[src/rtl/mem_arbiter.sv]
// Two-port arbiter/sequencer in front of a single-port byte-addressable data memory.
// Port 1 (load/store) has priority; port 0 (fetch) is forced through after MAX_WAIT lost arbitrations.
`ifndef ML_BYTE
`define ML_BYTE 2'b00
`endif
`ifndef ML_HALF
`define ML_HALF 2'b01
`endif
`ifndef ML_WORD
`define ML_WORD 2'b10
`endif

module mem_arbiter #(
  parameter int ADDRW    = 12,
  parameter int MEM_RLAT = 0,
  parameter int MAX_WAIT = 4
) (
  input  logic             clk,
  input  logic             rst,
  input  logic             p0_req,
  input  logic             p0_we,
  input  logic             p0_sign,
  input  logic [1:0]       p0_len,
  input  logic [ADDRW-1:0] p0_addr,
  input  logic [31:0]      p0_wdata,
  output logic             p0_gnt,
  output logic             p0_rvalid,
  input  logic             p0_rready,
  output logic [31:0]      p0_rdata,
  output logic             p0_err,
  input  logic             p1_req,
  input  logic             p1_we,
  input  logic             p1_sign,
  input  logic [1:0]       p1_len,
  input  logic [ADDRW-1:0] p1_addr,
  input  logic [31:0]      p1_wdata,
  output logic             p1_gnt,
  output logic             p1_rvalid,
  input  logic             p1_rready,
  output logic [31:0]      p1_rdata,
  output logic             p1_err,
  output logic             mem_we,
  output logic             mem_sign,
  output logic [1:0]       mem_len,
  output logic [ADDRW-1:0] mem_addr,
  output logic [31:0]      mem_wdata,
  input  logic [31:0]      mem_rdata
);
  localparam int CW = $clog2(MAX_WAIT + 1);
  localparam logic [CW-1:0] WAIT_MAX = CW'(MAX_WAIT);

  typedef enum logic [1:0] {IDLE = 2'd0, ACCESS = 2'd1, WAIT = 2'd2, RESP = 2'd3} state_t;

  function automatic logic misaligned(input logic [1:0] len, input logic [1:0] lsb);
    case (len)
      `ML_BYTE: misaligned = 1'b0;
      `ML_HALF: misaligned = lsb[0];
      `ML_WORD: misaligned = (lsb != 2'b00);
      default:  misaligned = 1'b1;
    endcase
  endfunction

  state_t           state_q, state_d;
  logic             owner_q, owner_d;
  logic [CW-1:0]    starve_q, starve_d;
  logic             wr_q, wr_d;
  logic [1:0]       rvalid_q, rvalid_d;
  logic [31:0]      rdata_q, rdata_d;
  logic             err_q, err_d;
  logic             mem_we_q, mem_we_d;
  logic             mem_sign_q, mem_sign_d;
  logic [1:0]       mem_len_q, mem_len_d;
  logic [ADDRW-1:0] mem_addr_q, mem_addr_d;
  logic [31:0]      mem_wdata_q, mem_wdata_d;
  logic [1:0]       gnt_s;
  logic             win1_s;
  logic             sel_we_s;
  logic             sel_sign_s;
  logic [1:0]       sel_len_s;
  logic [ADDRW-1:0] sel_addr_s;
  logic [31:0]      sel_wdata_s;
  logic             own_rready_s;
  logic [1:0]       own_mask_s;

  assign win1_s       = p1_req & ~(p0_req & (starve_q == WAIT_MAX));
  assign sel_we_s     = win1_s ? p1_we    : p0_we;
  assign sel_sign_s   = win1_s ? p1_sign  : p0_sign;
  assign sel_len_s    = win1_s ? p1_len   : p0_len;
  assign sel_addr_s   = win1_s ? p1_addr  : p0_addr;
  assign sel_wdata_s  = win1_s ? p1_wdata : p0_wdata;
  assign own_rready_s = owner_q ? p1_rready : p0_rready;
  assign own_mask_s   = owner_q ? 2'b10 : 2'b01;

  // Next-state, arbitration and response capture
  always_comb begin
    state_d     = state_q;
    owner_d     = owner_q;
    starve_d    = starve_q;
    wr_d        = wr_q;
    rvalid_d    = rvalid_q;
    rdata_d     = rdata_q;
    err_d       = err_q;
    mem_we_d    = 1'b0;
    mem_sign_d  = mem_sign_q;
    mem_len_d   = mem_len_q;
    mem_addr_d  = mem_addr_q;
    mem_wdata_d = mem_wdata_q;
    gnt_s       = 2'b00;
    case (state_q)
      IDLE: begin
        if (p0_req && win1_s) begin
          starve_d = (starve_q == WAIT_MAX) ? starve_q : starve_q + CW'(1);
        end else begin
          starve_d = '0;
        end
        if (p0_req || p1_req) begin
          gnt_s   = win1_s ? 2'b10 : 2'b01;
          owner_d = win1_s;
          wr_d    = sel_we_s;
          // Misaligned requests are answered directly; the memory bus is left untouched.
          if (misaligned(sel_len_s, sel_addr_s[1:0])) begin
            rdata_d  = 32'd0;
            err_d    = 1'b1;
            rvalid_d = gnt_s;
            state_d  = RESP;
          end else begin
            mem_we_d    = sel_we_s;
            mem_sign_d  = sel_sign_s;
            mem_len_d   = sel_len_s;
            mem_addr_d  = sel_addr_s;
            mem_wdata_d = sel_wdata_s;
            err_d       = 1'b0;
            state_d     = ACCESS;
          end
        end else begin
          state_d = IDLE;
        end
      end
      ACCESS: begin
        if (MEM_RLAT == 0) begin
          rdata_d  = wr_q ? 32'd0 : mem_rdata;
          rvalid_d = own_mask_s;
          state_d  = RESP;
        end else begin
          state_d = WAIT;
        end
      end
      WAIT: begin
        rdata_d  = wr_q ? 32'd0 : mem_rdata;
        rvalid_d = own_mask_s;
        state_d  = RESP;
      end
      RESP: begin
        if (own_rready_s) begin
          rvalid_d = 2'b00;
          state_d  = IDLE;
        end else begin
          state_d = RESP;
        end
      end
      default: state_d = IDLE;
    endcase
  end

  // State and output registers
  always_ff @(posedge clk) begin
    if (rst) begin
      state_q     <= IDLE;
      owner_q     <= 1'b0;
      starve_q    <= '0;
      wr_q        <= 1'b0;
      rvalid_q    <= 2'b00;
      rdata_q     <= 32'd0;
      err_q       <= 1'b0;
      mem_we_q    <= 1'b0;
      mem_sign_q  <= 1'b0;
      mem_len_q   <= 2'b00;
      mem_addr_q  <= '0;
      mem_wdata_q <= 32'd0;
    end else begin
      state_q     <= state_d;
      owner_q     <= owner_d;
      starve_q    <= starve_d;
      wr_q        <= wr_d;
      rvalid_q    <= rvalid_d;
      rdata_q     <= rdata_d;
      err_q       <= err_d;
      mem_we_q    <= mem_we_d;
      mem_sign_q  <= mem_sign_d;
      mem_len_q   <= mem_len_d;
      mem_addr_q  <= mem_addr_d;
      mem_wdata_q <= mem_wdata_d;
    end
  end

  // A reset landing in the ACCESS cycle must kill the store before the memory samples it.
  assign mem_we    = mem_we_q & ~rst;
  assign mem_sign  = mem_sign_q;
  assign mem_len   = mem_len_q;
  assign mem_addr  = mem_addr_q;
  assign mem_wdata = mem_wdata_q;
  assign p0_gnt    = gnt_s[0] & ~rst;
  assign p1_gnt    = gnt_s[1] & ~rst;
  assign p0_rvalid = rvalid_q[0];
  assign p1_rvalid = rvalid_q[1];
  assign p0_rdata  = rvalid_q[0] ? rdata_q : 32'd0;
  assign p1_rdata  = rvalid_q[1] ? rdata_q : 32'd0;
  assign p0_err    = rvalid_q[0] & err_q;
  assign p1_err    = rvalid_q[1] & err_q;
endmodule

[config.mk]
export PLATFORM = sky130hd
export DESIGN_NAME = mem_arbiter
export DESIGN_NICKNAME = d
export VERILOG_FILES = /design/src/rtl/mem_arbiter.sv
export SDC_FILE = /design/constraint.sdc
export NUM_CORES = 1
export LEC_CHECK = 0
export CAP_MARGIN = 20
export CORE_AREA = 2 2 98 100
export DETAILED_ROUTE_END_ITERATION = 10
export DIE_AREA = 0 0 100 102
export DONT_BUFFER_PORTS = 1
export PLACE_DENSITY = 0.74
export SLEW_MARGIN = 5
export SYNTH_ARGS = -nofsm -noshare
export SYNTH_HDL_FRONTEND = slang
export SYNTH_SLANG_ARGS = --single-unit
[constraint.sdc]
create_clock -name clk -period 1.67 [get_ports clk]
set_clock_uncertainty 0.1 [all_clocks]
set_input_delay 0.0835 -clock clk [delete_from_list [all_inputs] [get_ports clk]]
set_output_delay 0.0835 -clock clk [all_outputs]
set_load 0.005 [all_outputs]
==> qor.yml <==
floorplan:
  coreArea_um2: 9109
  rows: 35
  start_util_pct: 53.32
  die_area_um2: 10200
  ioPinCount: 252
  die_w_um: 100
  fp.dieH_um: 102
status:
  status: "finished with violations"
  violations: "hold timing, setup timing"
placement:
  io_buffer_count: 0
  dp_hpwl_um: 9204
  place_congestion: 0.8300
  dpl_cell_area_um2: 5216
timing:
  drv_slew: 0
  rsz0062_at_grt: "yes"
  relSlewSlack_pct: 65.12
  setup_viol: 88
  tightest_slew_ps: 523.1
  fin_crit_sh_pct: 113.4
  setup_slack_ps: -223.1
  finalHoldViolCount: 75
  fin_hold_ws_ps: -317.7
  fmax_mhz: 528.2
  fin_setup_tns_ps: -14730
  finalCriticalPeriod_ps: 1893
finish:
  syn2layout_area_growth_pct: 32.33
  layout_commonest_cell: "nand2_1"
  multi_input_area_um2: 3009
  fin_nets: 756
  nFillCells: 659
  antenna_cells: 0
  final_area_um2: 6427
  regArea_um2: 1804
  final_cell_mix: "156 x nand2_1, 88 x dfxtp_1, 67 x and2_1, 42 x a21oi_2, 40 x a311oi_2"
  drive_gt1_share_pct: 31.35
min_path:
  min_path_cells: 1
  worstHoldPathType: "input port to flop"
clocking:
  cts_tree: "yes"
  clock_sinks: 90
  cts_root_buffer: "clkbuf_8"
  clkTransAtPathRegs_ps: 90
  ctsHoldBuffers: 35
  cts-buffers-inserted: 9
  cts-htree-levels: 3
  clk_latency_ps: 350
  clock_path_buffers: 2
global_route:
  grt_pass1_vias: 4286
  grt_use_total_pct: 26.57
  grt_max_degree: 59
  antenna_found_initial: 0
  grt.overflow.total: 0
  grt_pass1_wl_um: 21220
worst_setup_path:
  crit_path_start_kind: "flop"
  critPathCaptureType: "flop"
  rrSetupSlack_ps: -220
  critPathArrivalTime_ps: 2030
  reg2regPathDepth: 9
  crit_required_ps: 1800
  crit_type: "flop to flop"
  worst-path-max-fanout: 15
routing:
  ant_nets: 0
  wl_per_cell_um: 21.09
  drt_first_iter_violations: 216
  num_vias: 4532
  route.detailed.drc: 0
  drt-vias-per-instance: 6.183
  routed_wl_um: 15460
  drt_first_pass_iters: 4
synth:
  ys_types: 44
  synthCells: 557
  yosysSeqAreaShare_pct: 37.09
  syn-num-nets: 696
  yosysWarnings: 0
  ys_ff_latch: 90
  syn_area_um2: 4857
  synth_area_per_cell_um2: 8.720
pwr:
  seq_power_share_pct: 33.8
  intPower_uw: 5765
  power.total_uw: 9545
  irDropWorstVdd_uv: 990.6
  powerDensity_nw_per_um2: 1485
  p_sw_uw: 3780
  swShare_pct: 39.60
  power.leakage_uw: 0.002416
  power_frac_clock_pct: 15.1
  power_frac_comb_pct: 51.1
run:
  maxCapViolCount: 0
-- critical path: stages (launching register included) --
cell      delay, ps
dfxtp_2         360
inv_2            60
ha_4            160
nand3_4          90
nand2_4          60
buf_6           130
mux2i_4         200
nor2_4          280
buf_12          220
a311oi_2        110
-- state kept, by name, indices dropped and copies added, names as in the netlist --
signal / flops
err_q: 1
mem_addr: 12
mem_len: 2
mem_sign: 1
mem_wdata: 32
mem_we_q: 1
owner_q: 1
rdata_q: 32
rvalid_q: 2
starve_q: 3
state_q: 2
wr_q: 1
-- Yosys cell counts (all sizes together) --
cell type / count / area, um2
o21a: 3 / 22.52
o221a: 1 / 11.26
a311oi: 45 / 631.9
nand4: 2 / 12.51
a21o: 1 / 7.510
and3: 1 / 6.260
clkbuf: 23 / 86.33
nand3: 3 / 20.02
inv: 7 / 26.27
mux2: 2 / 26.27
nand2: 159 / 599.3
nor2: 10 / 45.04
nand2b: 2 / 12.51
a31o: 1 / 8.760
o21ai: 1 / 8.760
a211oi: 6 / 45.04
mux2i: 35 / 354.1
nor2b: 2 / 12.51
or4: 1 / 7.510
dfxtp: 90 / 1802
o21ba: 1 / 10.01
a21oi: 52 / 335.3
and2: 68 / 425.4
o32ai: 1 / 8.760
o31ai: 2 / 15.01
o22ai: 3 / 32.53
a22oi: 1 / 7.510
buf: 24 / 188.9
ha: 5 / 62.56
nor3: 5 / 25.02
-- path summary, 6_finish.rpt --
check | start | end
max | starve_q[1]$_SDFFE_PP0P_ | mem_addr[10]$_SDFFE_PP0P_
min reg2reg | rdata_q[7]$_SDFFE_PP0P_ | rdata_q[7]$_SDFFE_PP0P_
min | rst | rvalid_q[0]$_SDFFE_PP0P_
max reg2reg | starve_q[1]$_SDFFE_PP0P_ | mem_addr[10]$_SDFFE_PP0P_
-- logic make-up (layout without fill, tap and decap cells) --
| group | Yosys count | in the layout | synth area share (%) |
|---|---|---|---|
| buf+inv | 54 | 119 | 6.208 |
| fa+ha+maj | 5 | 5 | 1.288 |
| flops | 90 | 90 | 37.09 |
| simple gates | 253 | 253 | 24.01 |
| compound gates | 118 | 118 | 23.57 |
| mux | 37 | 37 | 7.831 |
-- timing repair --
item	CTS	global route
endpoints found under the setup margin	89	88
setup buffers	9	6
endpoints found under the hold margin	88	69
pin swaps	7	9
gates cloned	6	7
gates resized for setup	29	27
-- metrics by stage --
stage	setup WS, ps	hold WS (ps)	util (%)	cells
after CTS	-180.6	-330.7	67.03	721
after detailed placement	-237.1	62.22	57.27	655
final	-223.1	-317.7	70.56	733
after global placement	-149.8	56.06	57.27	655
after global routing	-255.6	-334.5	70.56	733
after floorplan	-83.62	125.6	-	557
-- metal layers --
layer  GRT usage, %  vias to the layer above  part of all wire, %
li1               -                     2046                    -
met1          29.26                     2209                   37
met2          48.65                      241                   52
met3          6.772                       36                  8.2
met4          11.38                        0                  2.4
met5              0                        -                    0
-- area by class of cell --
class	instances	area share, %
inverter	7	0.4088
sequential	90	28.07
clock inverter	5	0.5840
multi-input combinational	413	46.82
tap	111	2.161
clock buffer	11	2.355
timing repair buffer	96	19.60
-- power by group through the flow --
stage	logic, uW	clock network (uW)	registers [uW]
after floorplan	3050	0	3130
after global placement	3780	0	3230
after detailed placement	3930	0	3260
after CTS	4180	1460	3210
after global routing	5190	1540	3290
final	4880	1440	3220
Note: power is estimated with default switching activity, not from simulation.
